<file path="src/rtl/fetch_queue.sv">
// Instruction prefetch queue for the 6502 core: streams program bytes into a small
// byte FIFO and hands one complete instruction per handshake to the decoder.
module fetch_queue #(
  parameter int DEPTH = 4
) (
  input  logic        i_clk,
  input  logic        i_rst_n,
  input  logic        i_redirect,
  input  logic [15:0] i_target,
  input  logic        i_bus_free,
  output logic        o_rd,
  output logic [15:0] o_addr,
  input  logic [7:0]  i_data,
  output logic        o_valid,
  input  logic        i_ready,
  output logic [7:0]  o_opcode,
  output logic [15:0] o_operand,
  output logic [1:0]  o_len,
  output logic [15:0] o_pc
);

  localparam int CW = $clog2(DEPTH + 1);
  localparam int FW = 8 * DEPTH;

  logic [FW-1:0] fifo;
  logic [FW-1:0] fifo_next;
  logic [CW-1:0] count;
  logic [CW-1:0] count_kept;
  logic [CW-1:0] count_next;
  logic          inflight;
  logic          started;
  logic [15:0]   fetch_ptr;
  logic [15:0]   head_pc;
  logic [7:0]    head_op;
  logic [1:0]    head_len;
  logic          pop;

  // Opcode aaa_bbb_cc: special cases first, then the column-based rules.
  function automatic logic [1:0] insn_len(input logic [7:0] op);
    if (op == 8'h20)
      return 2'd3;
    else if (op == 8'h40 || op == 8'h60)
      return 2'd1;
    else if (op == 8'h00)
      return 2'd2;
    else if (op[3:2] == 2'b10 && !op[0])
      return 2'd1;
    else if (op[4:2] == 3'b011 || op[4:2] == 3'b111 || (op[4:2] == 3'b110 && op[0]))
      return 2'd3;
    else
      return 2'd2;
  endfunction

  assign head_op  = fifo[7:0];
  assign head_len = insn_len(head_op);
  assign o_valid  = count >= CW'(head_len);
  assign pop      = o_valid & i_ready;
  assign o_addr   = fetch_ptr;
  assign o_pc     = head_pc;

  // Capacity counts the byte still on its way back so a push always has room.
  assign o_rd = started & i_bus_free & ~i_redirect &
                (({1'b0, count} + (CW+1)'(inflight)) < (CW+1)'(DEPTH));

  always_comb begin
    fifo_next  = fifo >> {(pop ? head_len : 2'd0), 3'b000};
    count_kept = count - (pop ? CW'(head_len) : '0);
    for (int i = 0; i < DEPTH; i++) begin
      if (inflight && i == int'(count_kept))
        fifo_next[8*i +: 8] = i_data;
    end
    count_next = count_kept + CW'(inflight);
  end

  always_comb begin
    o_opcode  = '0;
    o_operand = '0;
    o_len     = '0;
    if (o_valid) begin
      o_opcode = head_op;
      o_len    = head_len;
      if (head_len == 2'd3)
        o_operand = fifo[23:8];
      else if (head_len == 2'd2)
        o_operand = {8'h00, fifo[15:8]};
    end
  end

  // A redirect overrides every queue update, which also drops any returning byte.
  always_ff @(posedge i_clk or negedge i_rst_n) begin
    if (!i_rst_n) begin
      fifo      <= '0;
      count     <= '0;
      inflight  <= 1'b0;
      started   <= 1'b0;
      fetch_ptr <= '0;
      head_pc   <= '0;
    end else if (i_redirect) begin
      count     <= '0;
      inflight  <= 1'b0;
      started   <= 1'b1;
      fetch_ptr <= i_target;
      head_pc   <= i_target;
    end else begin
      fifo     <= fifo_next;
      count    <= count_next;
      inflight <= o_rd;
      if (o_rd)
        fetch_ptr <= fetch_ptr + 16'd1;
      if (pop)
        head_pc <= head_pc + 16'(head_len);
    end
  end

endmodule

</file>
<file path="config.mk">
export PLATFORM = sky130hd
export DESIGN_NAME = fetch_queue
export DESIGN_NICKNAME = d
export VERILOG_FILES = /design/src/rtl/fetch_queue.sv
export SDC_FILE = /design/constraint.sdc
export NUM_CORES = 1
export LEC_CHECK = 0
export CORE_MARGIN = 3
export CORE_UTILIZATION = 45
export CTS_CLUSTER_DIAMETER = 100
export DETAILED_ROUTE_END_ITERATION = 10
export PLACE_DENSITY = 0.72
export SLEW_MARGIN = 0
export SYNTH_ARGS = -nofsm -noshare
export SYNTH_HDL_FRONTEND = slang
export SYNTH_SLANG_ARGS = --single-unit
</file>
<file path="constraint.sdc">
create_clock -name i_clk -period 7.9 [get_ports i_clk]
set_clock_uncertainty 0.2 [all_clocks]
set_input_delay 1.58 -clock i_clk [delete_from_list [all_inputs] [get_ports i_clk]]
set_output_delay 1.58 -clock i_clk [all_outputs]
set_load 0.05 [all_outputs]
</file>
==> results.tsv, run 1 <==
stage	metric	value	unit
critical_path	max_stage_delay	0.69	ns
placement	portBuffers	88	
detailed_routing	wirelength	11.5	mm
logic_synthesis	syn_avg_cell_area	9.75	um^2
final_layout	layout_common_cells	clkdlybuf4s50_1, dfrtp_1, nand2_1	
worst_hold_path	hold_depth	1	
floorplanning	die_h	101	um
final_layout	antennaDiodeCount	0	
floorplanning	num_rows	33	
clock_tree	clockBufferDepth	2	
final_layout	fillers	735	
critical_path	reg2regPathDepth	16	
final_layout	nets	539	
final_layout	final_common_cell	clkdlybuf4s50_1	
clock_tree	cts_tree	built	
floorplanning	core_area	8460	um^2
final_layout	drive_gt1_share	9.11	%
global_route	grt_max_degree	70	
clock_tree	cts_root_buf	clkbuf_8	
logic_synthesis	syn_area	4030	um^2
logic_synthesis	synthSimpleGateAreaFrac	21.5	%
logic_synthesis	synthXorXnorAreaFrac	5.19	%
logic_synthesis	ys_seq_area_share	42.9	%
critical_path	cp_max_fo	23	
detailed_routing	viasPerCell	6.09	
sta	rsz0062_at_grt	no	
clock_tree	postCtsSetupBuffers	0	
global_route	grt_pass1_vias	3505	
clock_tree	cts_resized	0	
sta	setup_violations	0	
detailed_routing	drtPass1Iterations	5	
detailed_routing	wire_per_inst	18.8	um
floorplanning	ios	89	
detailed_routing	drtAntennaViolNets	0	
clock_tree	ctsHoldBuffers	0	
sta	timing.fmax	165	MHz
sta	max_slew_margin	42.3	%
logic_synthesis	yosys_register_bits	69	
detailed_routing	drt_iter0_drc	433	
global_route	grt_pass1_wl	18.7	mm
logic_synthesis	yosysWarnings	0	
logic_synthesis	synth_nets	452	
detailed_routing	drc_errors	0	
global_route	antenna_found_initial	0	
pwr	p_per_area	373	nW/um^2
critical_path	crit_chain	o31ai_2 -> nand2_1 -> inv_1 -> ha_1 -> nand2b_1 -> a211oi_2 -> buf_4 -> inv_2 -> and2_1 -> clkdlybuf4s50_1	
sta	slew_viol_final	0	
critical_path	critPathLaunchType	register	
placement	dp_hpwl	8.62	mm
critical_path	cp_data_required_time	6.12	ns
final_layout	area.growth.synth_to_final	29.3	%
clock_tree	cts_made_buffers	9	
logic_synthesis	synth-adder-area-share	3.48	%
sta	final.setup.tns	0	ns
final_layout	design_area	5210	um^2
job	max-cap-violations	0	
clock_tree	clkTransAtPathRegs	0.08	ns
global_route	grt_use_total	23.5	%
logic_synthesis	synth-compound-area-share	18.9	%
sta	min_period_over_period	76.5	%
outcome	status	finished, final reports clean	
worst_hold_path	hp-class	reg2reg	
global_route	grt_overflow	0	
placement	placed_cell_area	4980	um^2
critical_path	cp_data_arrival_time	4.27	ns
detailed_routing	routed-via-count	3715	
critical_path	cp_slowest_cell	clkdlybuf4s50_1	
pwr	vdd_drop_max	203	uV
logic_synthesis	synth.area.mux_share	4.04	%
clock_tree	clkLatencyLatePin	0.34	ns
clock_tree	htree_levels	3	
logic_synthesis	synth_top_family_by_area	simple AND/OR/NAND/NOR gates	
logic_synthesis	synth_edf_count	0	
sta	max_slew.worst_pin.slew	0.865	ns
logic_synthesis	async_reset_ff_share	100	%
logic_synthesis	synthFlopType	dfrtp_1	
pwr	power.leakage	0.00216	uW
floorplanning	die_area	10100	um^2
placement	globalplace.congestion	0.846	
floorplanning	die_w	101	um
critical_path	endpoint_kind	output pin	
sta	hold_viol	0	
sta	fin_crit	6.05	ns
logic_synthesis	syn_inst	413	
clock_tree	clock_sinks	69	
logic_synthesis	synth_cell_types	62	
floorplanning	start_util	47.6	%
critical_path	path_class	reg2out	
==> layout make-up <==
| cell class | count | area, um^2 | share of cell area [%] |
|---|---|---|---|
| flip-flops and latches | 69 | 1730 | 33.2 |
| clock buffers | 10 | 138 | 2.64 |
| repair buffers | 91 | 898 | 17.3 |
| clock inverters | 6 | 86.3 | 1.66 |
| well taps | 105 | 131 | 2.52 |
| inverters | 22 | 87.6 | 1.68 |
| multi-input cells | 307 | 2140 | 41.1 |
==> cell usage after synthesis (all sizes together), types with 3 or more instances <==
master   n  area (um^2)
dfrtp   69         1730
nand2   40          153
o21ai   26          134
and3    21          131
inv     20         75.1
nor2    18         70.1
and2    17          106
xor2    14          123
nand3   13         75.1
nor3    13         65.1
nand4   11         75.1
o211ai  11         82.6
mux2    10          113
a21oi    9         45.0
a221o    9         90.1
buf      9         51.3
o221ai   9         78.8
xnor2    9         86.3
a211oi   8         65.1
a22o     8         70.1
a22oi    8         60.1
ha       8          100
nor4     8         65.1
clkbuf   6         22.5
mux2i    5         50.1
a21o     3         22.5
nor4b    3         41.3
o311ai   3         26.3
==> path summary, 6_finish.rpt <==
kind,endpoint,start,slack [ns]
setup reg to reg,fifo[15],fifo[7],2.19
min in group asynchronous,fifo[26],i_rst_n,1.22
setup / recovery,o_opcode[0],fifo[7],1.86
hold reg to reg,started,started,0.27
max in group asynchronous,inflight,i_rst_n,5.71
hold / removal,started,started,0.27
==> critical path, delay by kind of cell (launching register included) <==
| kind | cells | cell delay, ns |
|---|---|---|
| compound gates | 2 | 0.86 |
| buf+inv | 4 | 1.57 |
| simple gates | 3 | 0.76 |
| fa+ha+maj | 1 | 0.29 |
| flops | 1 | 0.43 |
==> routing by layer <==
metal  share of wire, %  track usage [%]  vias up  wire length (um)
li1                   -                -     1709                 -
met5                  0                0        -                 0
met4                1.2             5.70        0               136
met2                 45             34.5      161              5170
met1                 45             35.4     1831              5190
met3                8.7             5.05       14              1000
==> sequential cells by signal (all words and copies together) (netlist names) <==
register and flops:
fifo 32, o_addr 16, o_pc 16, count 3, inflight 1, started 1
==> kinds of logic after synthesis <==
kind of cell,Yosys count
AO/OA/AOI/OAI,104
XOR/XNOR,23
adder cells (fa/ha/maj),10
buffers and inverters,37
flip-flops,69
multiplexers,15
AND/OR/NAND/NOR,155
==> report_power, final <==
group / total (uW) / internal, uW / leakage, uW / switching, uW
sequential: 566 / 452 / 0.000862 / 114
clock: 319 / 186 / 0.000112 / 133
combinational: 1050 / 359 / 0.00119 / 696
total: 1940 / 997 / 0.00216 / 943
==> metrics by stage <==
step	cells	hold slack [ns]	setup WS, ns	utilization (%)	total power [uW]
floorplan	413	0.237	3.03	-	1280
global placement	594	0.260	2.33	58.9	1590
detailed placement	594	0.258	2.29	58.9	1610
CTS	610	0.275	1.88	61.5	1940
global route	610	0.302	1.63	61.5	2060
finish	610	0.274	1.86	61.5	1940
(Power assumes the default switching activity.)
==> run 2, diff against run 1 <==
==> constraint.sdc (replaced) <==
create_clock -name i_clk -period 5.85 [get_ports i_clk]
set_clock_uncertainty 0.2 [all_clocks]
set_input_delay 1.17 -clock i_clk [delete_from_list [all_inputs] [get_ports i_clk]]
set_output_delay 1.17 -clock i_clk [all_outputs]
set_load 0.05 [all_outputs]
==> run 2 against run 1 <==
Combinational power grew 36%. Cell count up 0.33%. Hold slack barely moved. Global-route usage is 0.21 points lower.
==> results.tsv, run 2 (synthesis results as in run 1) <==
stage	metric	value	unit	change
pwr	pwr-share-clk	16.7	%	was 16.4%
critical_path	cp_slowest_cell	clkdlybuf4s50_1		unchanged
pwr	vdd_drop_max	221	uV	was 203 uV
critical_path	cp_data_required_time	4.48	ns	was 6.12 ns
sta	hold_viol	0		unchanged
detailed_routing	drtAntennaViolNets	0		unchanged
clock_tree	clock_sinks	69		unchanged
final_layout	layout_common_cells	clkdlybuf4s50_1, dfrtp_1, nand2_1		unchanged
floorplanning	start_util	47.6	%	unchanged
pwr	p_switching	1270	uW	was 943 uW
critical_path	endpoint_kind	output pin		unchanged
global_route	grt_use_total	23.3	%	was 23.5%
clock_tree	clockBufferDepth	2		unchanged
detailed_routing	viasPerCell	6.01		was 6.09
final_layout	area.growth.synth_to_final	29.7	%	was 29.3%
global_route	grt_overflow	0		unchanged
global_route	antenna_found_initial	0		unchanged
global_route	grt_max_degree	70		unchanged
critical_path	crit_chain	o31ai_2 -> nand2_1 -> inv_1 -> ha_1 -> nand2b_1 -> a211oi_2 -> buf_4 -> buf_4 -> nor2_2 -> and3_1 -> clkdlybuf4s50_1		was o31ai_2 -> nand2_1 -> inv_1 -> ha_1 -> nand2b_1 -> a211oi_2 -> buf_4 -> inv_2 -> and2_1 -> clkdlybuf4s50_1
clock_tree	clkLatencyLatePin	0.36	ns	was 0.34 ns
pwr	p_sw_share	48.3	%	was 48.6%
detailed_routing	drc_errors	0		unchanged
pwr	power.leakage	0.00217	uW	was 0.00216 uW
detailed_routing	drtPass1Iterations	8		was 5
placement	portBuffers	88		unchanged
final_layout	nets	541		was 539
sta	max_slew_margin	42.3	%	about the same
clock_tree	cts_resized	0		unchanged
clock_tree	ctsHoldBuffers	0		unchanged
critical_path	critPathLaunchType	register		unchanged
detailed_routing	routed-via-count	3677		was 3715
job	max-cap-violations	0		unchanged
clock_tree	cts_root_buf	clkbuf_8		unchanged
clock_tree	postCtsSetupBuffers	0		unchanged
floorplanning	die_w	101	um	unchanged
critical_path	cpLargestDelayFamily	buffers and inverters		unchanged
outcome	status	finished, final reports clean		unchanged
sta	min_period_over_period	95.3	%	
final_layout	antennaDiodeCount	0		unchanged
critical_path	cp_max_fo	13		was 23
placement	dp_hpwl	8.65	mm	was 8.62 mm
clock_tree	htree_levels	3		unchanged
pwr	share_comb_of_total_power	54.2	%	was 54.4%
pwr	internal-power	1360	uW	was 997 uW
floorplanning	ios	89		unchanged
sta	fin_crit	5.58	ns	
global_route	grt_pass1_vias	3442		was 3505
sta	slew_viol_final	0		unchanged
critical_path	cp_data_arrival_time	4.21	ns	was 4.27 ns
detailed_routing	wire_per_inst	18.9	um	was 18.8 um
floorplanning	die_h	101	um	unchanged
final_layout	drive_gt1_share	9.27	%	was 9.11%
placement	dp.cells	596		was 594
critical_path	max_stage_delay	0.71	ns	was 0.69 ns
sta	final.setup.tns	0	ns	unchanged
critical_path	cp_common_cell	buf_4		
sta	rsz0062_at_grt	no		unchanged
clock_tree	cts_tree	built		unchanged
floorplanning	die_area	10100	um^2	unchanged
sta	timing.fmax	179	MHz	
final_layout	instances_no_fill	612		was 610
final_layout	regMostFlops	fifo		unchanged
final_layout	final_common_cell	clkdlybuf4s50_1		unchanged
floorplanning	core_area	8460	um^2	unchanged
final_layout	largest_reg_flops	32		unchanged
critical_path	path_class	reg2out		unchanged
pwr	p_seq_share	29.1	%	was 29.2%
clock_tree	cts_made_buffers	9		unchanged
pwr	p_per_area	504	nW/um^2	was 373 nW/um^2
sta	setup_violations	0		unchanged
sta	max_slew.worst_pin.slew	0.865	ns	about the same
clock_tree	clkTransAtPathRegs	0.07	ns	was 0.08 ns
critical_path	path_buf_inv	4		unchanged
global_route	grt_pass1_wl	18.5	mm	was 18.7 mm
detailed_routing	wirelength	11.6	mm	was 11.5 mm
placement	globalplace.congestion	0.924		was 0.846
floorplanning	num_rows	33		unchanged
detailed_routing	drt_iter0_drc	366		was 433
worst_hold_path	hp-class	reg2reg		unchanged
## run 2: cell count changes in the layout (fill, tap and decap cells not counted), sizes merged
cell and change:
clkinvlp -1, inv +1, clkinv -1, clkbuf +1, buf +2
## run 2: stage by stage
step / setup slack (ns) / hold slack (ns) / util (%) / cell area, um^2 / power (uW)
final: 0.274 / 0.274 / 61.7 / 5220 / 2630
after global routing: 0.0637 / 0.298 / 61.7 / 5220 / 2780
after CTS: 0.348 / 0.275 / 61.7 / 5220 / 2630
after detailed placement: 0.615 / 0.254 / 59.0 / 5000 / 2180
after global placement: 0.810 / 0.252 / 59.0 / 5000 / 2160
after floorplan: 1.39 / 0.237 / - / 4030 / 1730
## run 2: power groups by stage
stage	sequential, uW	clock [uW]	combinational, uW
6_report	766	441	1430
5_1_grt	786	465	1530
4_1_cts	760	448	1420
3_5_place_dp	770	0	1410
3_3_place_gp	765	0	1400
2_1_floorplan	834	0	893
## run 2: routing by layer
metal | vias to the layer above | track usage [%] | part of all wire, %
li1 | 1723 | - | -
met1 | 1757 | 35.4 | 46
met2 | 185 | 33.5 | 43
met3 | 12 | 5.19 | 9.4
met4 | 0 | 5.80 | 1.3
met5 | - | 0 | 0
## run 2: final timing paths
| kind | start | endpoint | slack, ns | cells past startpoint |
|---|---|---|---|---|
| hold reg to reg | started | started | 0.27 | 1 |
| max in group asynchronous | i_rst_n | fifo[15] | 4.06 | 2 |
| min in group asynchronous | i_rst_n | fifo[18] | 0.80 | 2 |
| setup / recovery | fifo[4] | o_operand[13] | 0.27 | 11 |
| hold / removal | started | started | 0.27 | 1 |
| setup reg to reg | fifo[4] | fifo[15] | 0.43 | 16 |
## run 2: area by class of cell
cell class / instances / area, um^2
flip-flops and latches: 69 / 1730
clock buffers: 11 / 141
multi-input cells: 307 / 2140
inverters: 22 / 87.6
clock inverters: 5 / 82.6
well taps: 105 / 131
repair buffers: 93 / 913
fillers: 732 / 3240
## run 2: worst register-to-register path: cells and delay by family, from the launching register on
kind                     cells  cell delay (ns)
XOR/XNOR                     1             0.25
AO/OA/AOI/OAI                4             1.74
buffers and inverters        4             0.78
flip-flops                   1             0.44
adder cells (fa/ha/maj)      3             0.90
AND/OR/NAND/NOR              4             0.95
